<file path="config.mk">
export PLATFORM = sky130hd
export DESIGN_NAME = floor_display_driver
export DESIGN_NICKNAME = d
export VERILOG_FILES = /design/src/rtl/floor_display_driver.sv
export SDC_FILE = /design/constraint.sdc
export NUM_CORES = 1
export LEC_CHECK = 0
export ABC_AREA = 1
export CAP_MARGIN = 20
export CORE_MARGIN = 2
export CORE_UTILIZATION = 55
export DETAILED_ROUTE_END_ITERATION = 10
export PLACE_DENSITY_LB_ADDON = 0.2
export SYNTH_ARGS = -nofsm -noshare
export SYNTH_HDL_FRONTEND = slang
export SYNTH_SLANG_ARGS = --single-unit
</file>
<file path="constraint.sdc">
create_clock -name clock -period 3.67 [get_ports clock]
set_input_delay 1.101 -clock clock [delete_from_list [all_inputs] [get_ports clock]]
set_output_delay 1.101 -clock clock [all_outputs]
set_load 0.02 [all_outputs]
</file>
<file path="src/rtl/floor_display_driver.sv">
// floor_display_driver
//
// Drives the cabin/landing 7-segment floor indicator from the controller's
// binary floor number. The floor is latched on a one-cycle strobe. While the
// car is stopped the digit is steady. While it moves the digit blinks with
// phases of BLINK_CYCLES clocks each, and the direction lamps are lit.
// The segment encoding matches the one the display-decode path consumes, so
// the output can be looped back for self-check.
//
// Parameters:
//   BLINK_CYCLES  clock cycles per blink phase (on or off), must be >= 2
//
// Ports:
//   clock        in   system clock, rising edge
//   reset        in   synchronous, active-high
//   floor[3:0]   in   binary floor number (0-9 legal, others shown as a dash)
//   floor_valid  in   one-cycle strobe, latches floor
//   moving       in   car in motion (level)
//   up           in   direction while moving, 1 = up, 0 = down
//   display[6:0] out  segments g,f,e,d,c,b,a (bit6..bit0), active-high
//   dir_up       out  up-arrow lamp
//   dir_down     out  down-arrow lamp
//
// All outputs decode registered state only; no input reaches an output
// combinationally.

module floor_display_driver #(
    parameter int unsigned BLINK_CYCLES = 12_500_000
) (
    input  logic       clock,
    input  logic       reset,
    input  logic [3:0] floor,
    input  logic       floor_valid,
    input  logic       moving,
    input  logic       up,
    output logic [6:0] display,
    output logic       dir_up,
    output logic       dir_down
);

    // Guard keeps the width legal should someone instantiate with 1.
    localparam int unsigned CntW = (BLINK_CYCLES > 1) ? $clog2(BLINK_CYCLES) : 1;
    localparam logic [CntW-1:0] CntMax = CntW'(BLINK_CYCLES - 1);
    localparam logic [CntW-1:0] CntOne = CntW'(1);

    typedef enum logic [1:0] {
        StIdle     = 2'd0,
        StBlinkOn  = 2'd1,
        StBlinkOff = 2'd2
    } state_e;

    state_e          state_q, state_d;
    logic [CntW-1:0] blink_cnt_q, blink_cnt_d;
    logic [3:0]      cur_floor_q, cur_floor_d;
    logic            dir_q, dir_d;
    logic [6:0]      pattern;

    // ------------------------------------------------------------------
    // State registers
    // ------------------------------------------------------------------
    always_ff @(posedge clock) begin
        if (reset) begin
            state_q     <= StIdle;
            blink_cnt_q <= '0;
            cur_floor_q <= 4'd0;
            dir_q       <= 1'b0;
        end else begin
            state_q     <= state_d;
            blink_cnt_q <= blink_cnt_d;
            cur_floor_q <= cur_floor_d;
            dir_q       <= dir_d;
        end
    end

    // ------------------------------------------------------------------
    // Next-state logic
    // ------------------------------------------------------------------
    always_comb begin
        state_d     = state_q;
        blink_cnt_d = blink_cnt_q;
        cur_floor_d = cur_floor_q;
        dir_d       = dir_q;

        // The floor latch is independent of the blink sequencer, so a
        // mid-blink update never disturbs phase timing.
        if (floor_valid) begin
            cur_floor_d = floor;
        end

        if (moving) begin
            dir_d = up;
        end

        case (state_q)
            StIdle: begin
                if (moving) begin
                    state_d     = StBlinkOn;
                    blink_cnt_d = '0;
                end
            end
            StBlinkOn, StBlinkOff: begin
                // Stopping wins over a phase toggle on the same edge.
                if (!moving) begin
                    state_d     = StIdle;
                    blink_cnt_d = '0;
                end else if (blink_cnt_q == CntMax) begin
                    state_d     = (state_q == StBlinkOn) ? StBlinkOff : StBlinkOn;
                    blink_cnt_d = '0;
                end else begin
                    blink_cnt_d = blink_cnt_q + CntOne;
                end
            end
            default: begin
                state_d     = StIdle;
                blink_cnt_d = '0;
            end
        endcase
    end

    // ------------------------------------------------------------------
    // Output decode
    // ------------------------------------------------------------------
    always_comb begin
        pattern = 7'b1000000;
        case (cur_floor_q)
            4'd0:    pattern = 7'b0111111;
            4'd1:    pattern = 7'b0000110;
            4'd2:    pattern = 7'b1011011;
            4'd3:    pattern = 7'b1001111;
            4'd4:    pattern = 7'b1100110;
            4'd5:    pattern = 7'b1101101;
            4'd6:    pattern = 7'b1111101;
            4'd7:    pattern = 7'b0000111;
            4'd8:    pattern = 7'b1111111;
            4'd9:    pattern = 7'b1101111;
            default: pattern = 7'b1000000; // dash flags an illegal floor
        endcase
    end

    always_comb begin
        display  = (state_q == StBlinkOff) ? 7'b0000000 : pattern;
        // Lamps stay lit through both blink phases.
        dir_up   = (state_q != StIdle) &  dir_q;
        dir_down = (state_q != StIdle) & ~dir_q;
    end

endmodule

</file>
### After elaboration in Yosys (flattened, before gate mapping)

Memories as Yosys holds them, arrays and structs flattened. A register that Yosys moved wholly into a read port is not among the register bits.
Cells that the tools add are included.
Widths: inputs -> output; s select.

* register bits: 31
* latch bits: 0
* bits in writable memories: 0
* bits in read-only memories: 112
* input port bits: 9
* output and inout bits: 9
* memories kept: 1

Memory list
* (no name shown): depth 16, bits a word 7, rd ports 1, clocked after memory_dff 1, wr ports 0, line 125 `case (cur_floor_q)`

* $add $sub $neg: 1
* multipliers: 0
* div/mod/pow operators: 0
* $lt $le $gt $ge: 0
* equality and inequality tests: 5
* shift operators: 0
* mux-type cells: 12
* bitwise operators: 3
* reductions and logical operators: 4

Operator list (number)
* $mux 24: 3
* $pmux 24 s2: 1
* $add 24x1->24 const B: 1
* $eq 24x24->1 const B: 1
* $mux 2: 4
* $mux 4: 2
* $mux 7: 1
* $pmux 2 s2: 1
* $ne 3x3->1 const B: 1
* $and 1x1->1: 2
* $eq 2x1->1 const B: 1
* $eq 2x2->1 const B: 1
* $logic_not 2->1: 1
* $ne 2x2->1 const B: 1
* $reduce_and 2->1: 1
* $reduce_bool 2->1: 1
* $reduce_or 2->1: 1
* $not 1->1: 1

### Depth between registers and ports, before layout

* word-level depth: 5
* depth in mapped cells: 11

### Worst setup path after synthesis

No wires, ideal clock.

* kind: input -> register
* start: input reset
* end: register pattern[3] (netlist name)
* arrival time: 2.239 ns
* required time: 3.551 ns
* setup slack: 1.312 ns
* stages on the path: 7
* path buffers: 1
* path through: buf_6 > nor3_1 > inv_1 > ha_1 > nor2_1 > o21ai_0 > nand2_1

* word-level cells in the longest chain between the ends: 1

RTL lines
* start, declared: line 31 `input logic reset,`
* $mux 4 (no line)

Every way passes these cells.
A chain may end at the register's enable or synchronous reset.

### Final worst setup path

* start: register state_q[0]
* end: output display[1]

* word-level cells in the longest chain between the ends: 2

RTL lines
* start, declared: line 52 `state_e state_q, state_d;`
* start signal, assigned: line 63 `state_q <= StIdle;`
* start signal, assigned: line 68 `state_q <= state_d;`
* $eq 2x2->1: line 141 `display = (state_q == StBlinkOff) ? 7'b0000000 : pattern;`
* $mux 7: line 141
* end, declared: line 36 `output logic [6:0] display,`

Every way passes these cells.

==> summary.md <==
| Metric | Value |
|---|---|
| Post-Route WL | 3900 um |
| CP Launch Point | state_q[0] |
| Placed Cells | 363 |
| Slew headroom | 71.9% |
| Post-synth cell types | 25 |
| Initial core utilization | 56.8% |
| Setup TNS | 0 ns |
| Sink Count | 38 |
| IO buf count | 17 |
| # DRC | 0 |
| R2r startpoint | state_q[0] |
| Count leader, synth | nor2_1 |
| Setup-failing EPs final | 0 |
| Yosys warnings | 0 |
| Via/cell ratio | 4.94 |
| Post-CTS Setup Inserts | 0 |
| Fin nets | 342 |
| Pwr dens | 426 nW/um2 |
| Status | complete, no violations |
| Post_cts resized | 0 |
| Number of global-route vias before repair | 1663 |
| Initial antenna violation count | 0 |
| Slew Limit Fails | 0 |
| CTS tree | yes |
| Syn-to-layout area delta | 13.8% |
| Top FF cell, synth | dfxtp_1 |
| DIE HEIGHT | 65.5 um |
| Crit-path max FO | 7 |
| Max-Cap Viols | 0 |
| WL/cell | 10.5 um |
| Design Area, Final | 2370 um2 |
| Fin crit period | 2.95 ns |
| Final worst slack | 0.723 ns |
| Final Util | 64.7% |
| DP Wirelength | 2890 um |
| WS Path Type | reg2out |
| Total leakage power | 1.03 nW |
| Hold WC Path Type | reg2reg |
| GPL Wtd Cong | 0.825 |
| Share of Yosys cell area claimed by the top area cell type | 36.6% |
| Syn nets | 321 |
| Gr usage total | 20.9% |
| Max H-tree Level | 2 |
| Inserted Clock Buffers | 5 |
| I/O pin cnt | 18 |
| DR vias | 1832 |
| CTS Buffer Depth | 2 |
| Gr ovfl total | 0 |
| Worst Tran Pin Value | 0.418 ns |
| Worst setup EP type | output port |
| Core outline area | 3660 um2 |
| Synthesized cell area | 2080 um2 |
| Root buffer cell | clkbuf_8 |
| Synth Register Bits | 38 |
| Worst path required time | 2.57 ns |
| DR pass1 iterations | 4 |
| First-pass GRT wire length | 6960 um |
| Final setup skew | 0.00963 ns |
| DRT iter0 DRCs | 55 |
| Routed Antenna Nets | 0 |
| Area leader, netlist | dfxtp_1 |
| Final period util | 80.3% |
| # diodes | 0 |
| Largest net degree at the start of global routing | 21 |
| WP data arrival | 1.85 ns |
| Clock Latency Late Sink | 0.29 ns |
| Hold Path Origin | blink_cnt_q[0] |
| DP Worst Slack | 0.640 ns |
| EDFF count, synth | 0 |
| Cell Area, Placed | 2280 um2 |
| Clock-pin slew on the worst setup and hold paths | 0.08 ns |
| Syn avg cell area | 6.91 um2 |
| Most frequent cells after synthesis | nor2_1 (72), nand2_1 (59), inv_1 (39) |
| Max frequency | 339 MHz |
| Final std cells w/o fill | 371 |
| CP startpoint kind | register |
| Layout cells sized above 1 | 7.74% |
| VDD IR max | 0.000245 V |
| Hold_buf cts | 0 |
| Top post-synthesis cells by area | dfxtp_1 (37%), nor2_1 (13%), nand2_1 (11%) |
| Register area share after synthesis | 36.6% |
| Post-Syn Instances | 301 |
| RSZ-0062 raised after global routing | no |
| Die Area | 4290 um2 |
| Core Rows | 22 |
| Asr flop ratio synth | 0% |
| Chip Width | 65.5 um |
| Hold Violations, Final | 0 |
[worst paths after layout]
check             cells past startpoint  slack, ns              end
setup / recovery                      4       0.72       display[1]
setup reg to reg                     10       1.97  blink_cnt_q[11]
hold reg to reg                       2       0.49   blink_cnt_q[0]
hold / removal                        2       0.49   blink_cnt_q[0]
[final cells by class]
class,instances,area (um2)
fillers,340,1290
multi-input cells,219,1130
flip-flops and latches,38,761
repair buffers,17,170
inverters,41,154
clock buffers,7,86.3
well taps,48,60.1
clock inverters,1,5.00
[cells in the final DEF, fill, tap and decap left out]
| cell type | count |
|---|---|
| nand2_1 | 59 |
| inv_1 | 39 |
| o21ai_0 | 7 |
| clkbuf_1 | 1 |
| nand4_1 | 6 |
| nor2_4 | 2 |
| nor3_2 | 2 |
| clkinv_2 | 1 |
| xor2_1 | 10 |
| nand2_2 | 4 |
| nand2_4 | 2 |
| nand3_2 | 1 |
| o22ai_1 | 2 |
| ha_1 | 11 |
| nor2_1 | 72 |
| clkdlybuf4s50_1 | 17 |
| nor3b_1 | 1 |
| nor2_2 | 3 |
| xnor2_1 | 3 |
| nor3_1 | 7 |
| dfxtp_1 | 38 |
| clkbuf_8 | 6 |
| nand3_1 | 20 |
| or2_2 | 1 |
| o211ai_1 | 1 |
| a21oi_1 | 4 |
| o21ai_2 | 1 |
| inv_2 | 2 |
[worst max-delay path, cell delays in order (launching register included)]
cell             delay, ns
dfxtp_1               0.38
inv_1                 0.08
ha_1                  0.30
nor2_1                0.17
clkdlybuf4s50_1       0.62
[registers in the layout, summed over array words and instances, names as in the netlist]
register,flops
blink_cnt_q,24
pattern,7
cur_floor_q,4
state_q,2
dir_q,1
[metal layers]
layer | GRT usage, % | vias to the layer above | routed length [um]
met3 | 4.11 | 6 | 128
met2 | 36.0 | 31 | 1840
met5 | 0 | - | 0
li1 | - | 973 | -
met1 | 24.7 | 822 | 1870
met4 | 10.2 | 0 | 61
[per-stage QoR]
stage	power [mW]	hold slack, ns
final	1.01	0.495
after global routing	1.07	0.508
after CTS	1.02	0.491
after detailed placement	0.726	0.477
after global placement	0.724	0.474
after floorplan	0.648	0.458
[where the power goes]
part           leakage, nW  internal [mW]  switching (mW)  total, mW
combinational        0.671         0.0994           0.164      0.264
clock               0.0482          0.152           0.143      0.294
sequential           0.310          0.438          0.0142      0.452
[logic make-up (layout without fill, tap and decap cells)]
family,after synthesis,count (layout),share of synthesized area [%]
compound gates,15,15,4.03
fa+ha+maj,11,11,6.61
flops,38,38,36.6
simple gates,180,180,38.3
xor+xnor,13,13,5.47
buf+inv,44,66,9.02
(Power assumes the default switching activity.)
